File: config.mk
export PLATFORM = sky130hd
export DESIGN_NAME = fetch_ctrl
export DESIGN_NICKNAME = d
export VERILOG_FILES = /design/src/rtl/fetch_ctrl_pkg.sv /design/src/rtl/fetch_ctrl_sat_counter.sv /design/src/rtl/fetch_ctrl.sv
export SDC_FILE = /design/constraint.sdc
export NUM_CORES = 1
export LEC_CHECK = 0
export CORE_ASPECT_RATIO = 1.75
export CORE_MARGIN = 3
export CORE_UTILIZATION = 48
export CTS_CLUSTER_DIAMETER = 40
export DETAILED_ROUTE_END_ITERATION = 7
export PLACE_DENSITY = 0.8
export SLEW_MARGIN = 10
export SYNTH_ARGS = -nofsm -noshare
export SYNTH_HDL_FRONTEND = slang
export SYNTH_SLANG_ARGS = --single-unit
File: constraint.sdc
create_clock -name clk_i -period 2.01 [get_ports clk_i]
set_clock_uncertainty 0.05 [all_clocks]
set_input_delay 0.402 -clock clk_i [delete_from_list [all_inputs] [get_ports clk_i]]
set_output_delay 0.402 -clock clk_i [all_outputs]
set_load 0.02 [all_outputs]
File: src/rtl/fetch_ctrl_pkg.sv
// fetch_ctrl_pkg
//   Shared widths and state encoding for the instruction-fetch controller.
//   WORD_WIDTH      : PC / branch-target width
//   PERF_CNT_WIDTH  : width of the saturating performance counters
//   fctrl_state_e   : RUN (normal fetch) / PEND (redirect held until imem ready)
package fetch_ctrl_pkg;

    localparam int WORD_WIDTH     = 32;
    localparam int PERF_CNT_WIDTH = 16;

    typedef enum logic {
        FCTRL_RUN  = 1'b0,
        FCTRL_PEND = 1'b1
    } fctrl_state_e;

endpackage : fetch_ctrl_pkg

File: src/rtl/fetch_ctrl_sat_counter.sv
// sat_counter
//   Saturating up-counter with synchronous clear that beats increment.
//   clk_i    in   clock, rising edge
//   rst_ni   in   asynchronous active-low reset (count -> 0)
//   clr_i    in   synchronous clear
//   inc_i    in   count this cycle
//   count_o  out  current count, sticks at all-ones
module sat_counter #(
    parameter int WIDTH = 16
) (
    input  logic             clk_i,
    input  logic             rst_ni,
    input  logic             clr_i,
    input  logic             inc_i,
    output logic [WIDTH-1:0] count_o
);

    logic [WIDTH-1:0] count_q;
    logic [WIDTH-1:0] count_d;

    always_comb begin
        count_d = count_q;
        if (clr_i) begin
            count_d = '0;
        end else if (inc_i && (count_q != {WIDTH{1'b1}})) begin
            count_d = count_q + {{(WIDTH-1){1'b0}}, 1'b1};
        end
    end

    always_ff @(posedge clk_i or negedge rst_ni) begin
        if (!rst_ni) begin
            count_q <= '0;
        end else begin
            count_q <= count_d;
        end
    end

    assign count_o = count_q;

endmodule : sat_counter

File: src/rtl/fetch_ctrl.sv
// fetch_ctrl
//   Sequences the instruction-fetch stage. Merges the hazard stall, EX-stage
//   branch redirects and instruction-memory ready into PC freeze / redirect
//   controls and IF/ID freeze / flush. A redirect arriving while memory is
//   not ready is held (PEND) and applied on the first ready cycle.
//   Outputs are combinational from state, held target and inputs.
//   clk_i, rst_ni         clock / asynchronous active-low reset
//   hazard_stall_i        hold PC and IF/ID
//   ex_branch_taken_i     EX resolves a taken branch
//   ex_branch_addr_i      branch target from EX
//   imem_ready_i          instruction word valid this cycle
//   perf_clr_i            synchronous clear of both counters
//   if_freeze_o           PC hold
//   if_branch_taken_o     PC loads if_branch_addr_o
//   if_branch_addr_o      redirect target (0 when not redirecting)
//   ifid_freeze_o         hold IF/ID
//   ifid_flush_o          load a bubble into IF/ID
//   stall_cnt_o           saturating count of if_freeze_o cycles
//   redirect_cnt_o        saturating count of if_branch_taken_o cycles
module fetch_ctrl
    import fetch_ctrl_pkg::*;
#(
    parameter int WORD_WIDTH = fetch_ctrl_pkg::WORD_WIDTH,
    parameter int CNT_WIDTH  = PERF_CNT_WIDTH
) (
    input  logic                  clk_i,
    input  logic                  rst_ni,
    input  logic                  hazard_stall_i,
    input  logic                  ex_branch_taken_i,
    input  logic [WORD_WIDTH-1:0] ex_branch_addr_i,
    input  logic                  imem_ready_i,
    input  logic                  perf_clr_i,
    output logic                  if_freeze_o,
    output logic                  if_branch_taken_o,
    output logic [WORD_WIDTH-1:0] if_branch_addr_o,
    output logic                  ifid_freeze_o,
    output logic                  ifid_flush_o,
    output logic [CNT_WIDTH-1:0]  stall_cnt_o,
    output logic [CNT_WIDTH-1:0]  redirect_cnt_o
);

    fctrl_state_e          state_q, state_d;
    logic [WORD_WIDTH-1:0] pend_addr_q, pend_addr_d;
    logic [WORD_WIDTH-1:0] tgt;

    always_comb begin
        state_d           = state_q;
        pend_addr_d       = pend_addr_q;
        if_freeze_o       = 1'b0;
        if_branch_taken_o = 1'b0;
        if_branch_addr_o  = '0;
        ifid_freeze_o     = 1'b0;
        ifid_flush_o      = 1'b0;
        // In PEND a newer EX redirect supersedes the held target.
        tgt = ex_branch_taken_i ? ex_branch_addr_i : pend_addr_q;

        if (!rst_ni) begin
            // Keep a bubble in IF/ID while the pipeline is in reset.
            ifid_flush_o = 1'b1;
        end else begin
            case (state_q)
                FCTRL_RUN: begin
                    if (ex_branch_taken_i && imem_ready_i) begin
                        // Redirect wins over a hazard stall: the stalled
                        // instruction is on the wrong path anyway.
                        if_branch_taken_o = 1'b1;
                        if_branch_addr_o  = ex_branch_addr_i;
                        ifid_flush_o      = 1'b1;
                    end else if (ex_branch_taken_i) begin
                        pend_addr_d  = ex_branch_addr_i;
                        state_d      = FCTRL_PEND;
                        if_freeze_o  = 1'b1;
                        ifid_flush_o = 1'b1;
                    end else if (hazard_stall_i) begin
                        if_freeze_o   = 1'b1;
                        ifid_freeze_o = 1'b1;
                    end else if (!imem_ready_i) begin
                        if_freeze_o  = 1'b1;
                        ifid_flush_o = 1'b1;
                    end
                end
                FCTRL_PEND: begin
                    pend_addr_d  = tgt;
                    ifid_flush_o = 1'b1;
                    if (imem_ready_i) begin
                        if_branch_taken_o = 1'b1;
                        if_branch_addr_o  = tgt;
                        state_d           = FCTRL_RUN;
                    end else begin
                        if_freeze_o = 1'b1;
                    end
                end
                default: begin
                    state_d = FCTRL_RUN;
                end
            endcase
        end
    end

    always_ff @(posedge clk_i or negedge rst_ni) begin
        if (!rst_ni) begin
            state_q     <= FCTRL_RUN;
            pend_addr_q <= '0;
        end else begin
            state_q     <= state_d;
            pend_addr_q <= pend_addr_d;
        end
    end

    sat_counter #(.WIDTH(CNT_WIDTH)) u_stall_cnt (
        .clk_i   (clk_i),
        .rst_ni  (rst_ni),
        .clr_i   (perf_clr_i),
        .inc_i   (if_freeze_o),
        .count_o (stall_cnt_o)
    );

    sat_counter #(.WIDTH(CNT_WIDTH)) u_redirect_cnt (
        .clk_i   (clk_i),
        .rst_ni  (rst_ni),
        .clr_i   (perf_clr_i),
        .inc_i   (if_branch_taken_o),
        .count_o (redirect_cnt_o)
    );

endmodule : fetch_ctrl

### After elaboration in Yosys (flattened, before gate mapping)

Cells that the tools add are included.

* word-level logic and storage cells: 50
* output and inout bits: 68
* bits of input ports: 38
* bits in registers: 65

* mux-type cells: 34
* add/sub/neg operators: 2
* equal/unequal tests: 3
* reductions and logical operators: 6
* bitwise operators: 1

Operators with widths (number)
* $mux W32: 5
* $pmux W32 S2: 2
* $mux W16: 4
* $add A16 B1 Y16 const B: 2
* $ne A16 B16 Y1 const B: 2
* $mux W1: 19
* $pmux W1 S2: 4
* $reduce_bool A2 Y1: 2
* $logic_and A1 B1 Y1: 3
* $ne A2 B2 Y1 const B: 1
* $reduce_and A2 Y1: 1
* $not A1 Y1: 1

### Logic depth before layout (Yosys ltp)

* word-level depth: 9
* gate-level depth with buffers: 8
* mapped depth without buffers: 5

### By module

Synthesis repeated with hierarchy kept, for this count alone.

* cells, all modules: 384
* area total of the unflattened synthesis: 3743.6 um^2

By module, submodules not included
* sat_counter: instances 2, area an instance 942.2 um^2, cells each 98, sequential area each 400.4 um^2
* fetch_ctrl: instances 1, area an instance 1859.3 um^2, cells each 188, sequential area each 825.8 um^2

### Least setup slack after synthesis

Ideal clock, no wire load.

* path type: register to register
* start: register u_stall_cnt.count_q[0], in the netlist u_stall_cnt.count_o[0]
* end: register u_stall_cnt.count_q[13], in the netlist u_stall_cnt.count_o[13]
* data required time: 1835 ps
* clock period less this slack: 1952 ps
* path buffers: 1
* setup slack: 58 ps
* setup time: 125 ps
* arrival: 1778 ps
* stages on the path, launching flop included: 7
* cell sequence: dfrtp_1 ha_1 nand4_1 nor4_1 clkbuf_1 nor4_1 mux2_2

* word-level cells in the longest chain between the ends: 3
* elaborated cells between the ends (all ways): 6
* those cells by class: add/sub (1); eq/ne (1); mux (2); reduce/logical (2)

RTL lines
* from (decl): line fetch_ctrl_sat_counter.sv:18 `logic [WIDTH-1:0] count_q;`
* from (signal assigned): line fetch_ctrl_sat_counter.sv:34 `count_q <= count_d;`
* $add A16 B1 Y16 or $ne A16 B16 Y1 (tied branches): line fetch_ctrl_sat_counter.sv:26, fetch_ctrl_sat_counter.sv:25
* $mux W16 or $logic_and A1 B1 Y1 (tied branches): line fetch_ctrl_sat_counter.sv:25 `end else if (inc_i && (count_q != {WIDTH{1'b1}})) begin`
* $mux W16 or $reduce_bool A2 Y1 (tied branches)

Several ways; a longest one is shown, not always the timed one. The select of a mux whose other input is x is not followed.
A chain may end at the register's enable or synchronous reset.

### Worst setup path in the final report

* start: register u_redirect_cnt.count_q[1], in the netlist u_redirect_cnt.count_o[1]
* end: register u_redirect_cnt.count_q[12], in the netlist u_redirect_cnt.count_o[12]

* word-level cells in the longest chain between the ends: 3
* elaborated cells between the ends (all ways): 6
* those cells by class: add/sub (1); eq/ne (1); mux (2); reduce/logical (2)

RTL lines (line)
* from (decl): fetch_ctrl_sat_counter.sv:18
* from (signal assigned): fetch_ctrl_sat_counter.sv:34
* $add A16 B1 Y16 or $ne A16 B16 Y1 (tied branches): fetch_ctrl_sat_counter.sv:26, fetch_ctrl_sat_counter.sv:25
* $mux W16 or $logic_and A1 B1 Y1 (tied branches): fetch_ctrl_sat_counter.sv:25
* $mux W16 or $reduce_bool A2 Y1 (tied branches)

Several ways; a longest one is shown, not always the timed one. The select of a mux whose other input is x is not followed.

==> impl_metrics.ini <==
[status]
outcome = finished clean

[sta]
max_slew_margin = 0.666
setup_viol = 0
worstMarginPinSlew_ns = 0.501
whs_ns = 0.0383
period_share = 0.977
hold_viol = 0
tns_ns = 0
max_freq_mhz = 509
drv_slew = 0
timing.final.ws_setup_ns = 0.0459
period_minus_slack_ns = 1.96

[power]
finalPower_mw = 3.56
power.density_mw_per_mm2 = 670
worst_ir_drop_vdd_mv = 0.414
p_leak_nw = 2.18

[grt]
grt_pass1_wl_um = 16200
grt_overflow_total = 0
track_usage = 0.226
grt_pass1_vias = 3496
antenna_found_initial = 0
grt_max_degree = 44

[routing]
routedWlPerCell_um = 15.7
postRouteAntennaNets = 0
initialDrtViolationCount = 280
dr.pass1.iters = 4
drc = 0
routed_wl_um = 9990
dr_total_vias = 3640
viasPerCell = 5.71

[synth]
synth_area_per_cell_um2 = 8.81
ys_warn_count = 0
synth.top_cell.area_share = 0.437
ys_types = 37
yosys-top-cells-area = dfrtp_1 44%, mux2_2 13%, nor2_1 8.3%
synth.cell_area_mm2 = 0.00373
ys_seq_area_frac = 0.437
synth_fp_nets = 463
netlist_instances = 423
ys_ff_latch = 65
synth_top_area_cell = dfrtp_1

[cells_and_area]
drive_above_1_share = 0.277
fin_nets = 589
fillers = 587
syn2layout_area_growth_pct = 42.6
antennaDiodeCount = 0
fin_cells = 638
final_cell_mix = 81 x nor2_1, 66 x clkdlybuf4s50_1, 62 x dfrtp_1
final_common_cell = nor2_1

[floorplan]
ios = 106
coreArea_mm2 = 0.00739
die_h_um = 123
rows = 41
start_util = 0.504
die_x_um = 72.6
die_area_mm2 = 0.00890

[clocking]
clk_pin_slew_ns = 0.05
clockBufferDepth = 2
htree_levels = 3
cts_root_buffer = clkbuf_16
clkLatencyLatePin_ns = 0.32
cts_tree = yes
cts_made_buffers = 9
cts_num_sinks = 65

[setup_path]
end_kind = flop
critPathTopFamily = simple AND/OR/NAND/NOR gates
crit_chain = ha_4 -> nand2_1 -> or4_4 -> or4_4 -> a21oi_2
criticalPathCategory = flop to flop
crit_buf_inv = 0
crit_arrival_ns = 2.16
cp-start-kind = flop
crit_top_cell = or4_4
crit_fanout = 5
critical-path-slowest-cell = or4_4
cp_data_required_time_ns = 2.21
slowest_delay_ns = 0.59

[flow_run]
cap_violations = 0

[place]
dp_cells = 623
finalWeightedCongestion = 0.823
place_ws_ns = -0.465
portBuffers = 105
dp_hpwl_um = 6920

[hold_path]
hold_path.class = input pin to asynchronous set/reset pin
[final cells by class]
| type | instances | area [um^2] | area share |
|---|---|---|---|
| repair buffers | 141 | 1250 | 0.235 |
| inverters | 8 | 30.0 | 0.00565 |
| well taps | 86 | 108 | 0.0202 |
| clock buffers | 14 | 264 | 0.0497 |
| multi-input cells | 324 | 2030 | 0.382 |
| flip-flops and latches | 65 | 1630 | 0.307 |
[repair_timing]
action,CTS,global route
setup endpoints to repair,42,43
hold buffers,0,0
buffers inserted,0,1
pin swaps,0,2
gates resized for setup,79,54
[path summary, 6_finish.rpt]
kind | startpoint | end | slack, ns | cells after the start
max | u_redirect_cnt.count_o[1] | u_redirect_cnt.count_o[12] | 0.05 | 5
min | rst_ni | pend_addr_q[29] | 0.04 | 2
max reg2reg | u_redirect_cnt.count_o[1] | u_redirect_cnt.count_o[12] | 0.05 | 5
min reg2reg | pend_addr_q[27] | pend_addr_q[27] | 0.45 | 1
max in group asynchronous | rst_ni | pend_addr_q[10] | 1.32 | 2
min in group clk_i | pend_addr_q[27] | pend_addr_q[27] | 0.45 | 1
[flip-flops by register name, indices dropped and copies added (netlist names)]
signal / cells
u_stall_cnt.count_o: 16
pend_addr_q: 32
state_q: 1
u_redirect_cnt.count_o: 16
[synth_stat cells (all sizes together)]
cell and count:
nand2 47, nor4 14, nor2b 10, nand3b 1, or4 16, clkbuf 22, buf 3, nand4 8
o31ai 15, and2 1, a21oi 53, or3 3, o211ai 2, and4bb 1, mux2 42, mux2i 1
a21boi 1, a311oi 2, nand2b 2, o21ai 3, nor2 82, nand3 10, dlygate4sd1 1, ha 2
nor3 2, dfrtp 65, and3 3, inv 8, o21ba 1, and4 2
[cells by family after synthesis]
logic type,after synthesis,synth area share
buffers and inverters,34,0.0463
and+or+nand+nor,202,0.261
DFF,65,0.437
AOI/OAI and AO/OA,77,0.120
adders and majority gates,2,0.00671
muxes,43,0.130
[report_power, final]
part / total, mW / leakage [nW] / internal (mW) / switching [mW]
registers: 1.52 / 0.830 / 1.45 / 0.0714
logic: 0.649 / 1.22 / 0.324 / 0.324
clock network: 1.39 / 0.129 / 0.888 / 0.504
[per-stage QoR]
| step | area, um^2 | utilization |
|---|---|---|
| floorplan | 3730 | - |
| global placement | 5070 | 0.687 |
| detailed placement | 5070 | 0.687 |
| CTS | 5340 | 0.723 |
| global route | 5320 | 0.720 |
| finish | 5320 | 0.720 |
[per-layer routing]
metal | global-route usage | share of wire | up-vias
met1 | 0.278 | 0.42 | 1769
met3 | 0.0475 | 0.044 | 11
met4 | 0.0785 | 0.013 | 0
met2 | 0.388 | 0.53 | 100
met5 | 0 | 0 | -
li1 | - | - | 1760
Power figures use the tool's default switching activity.
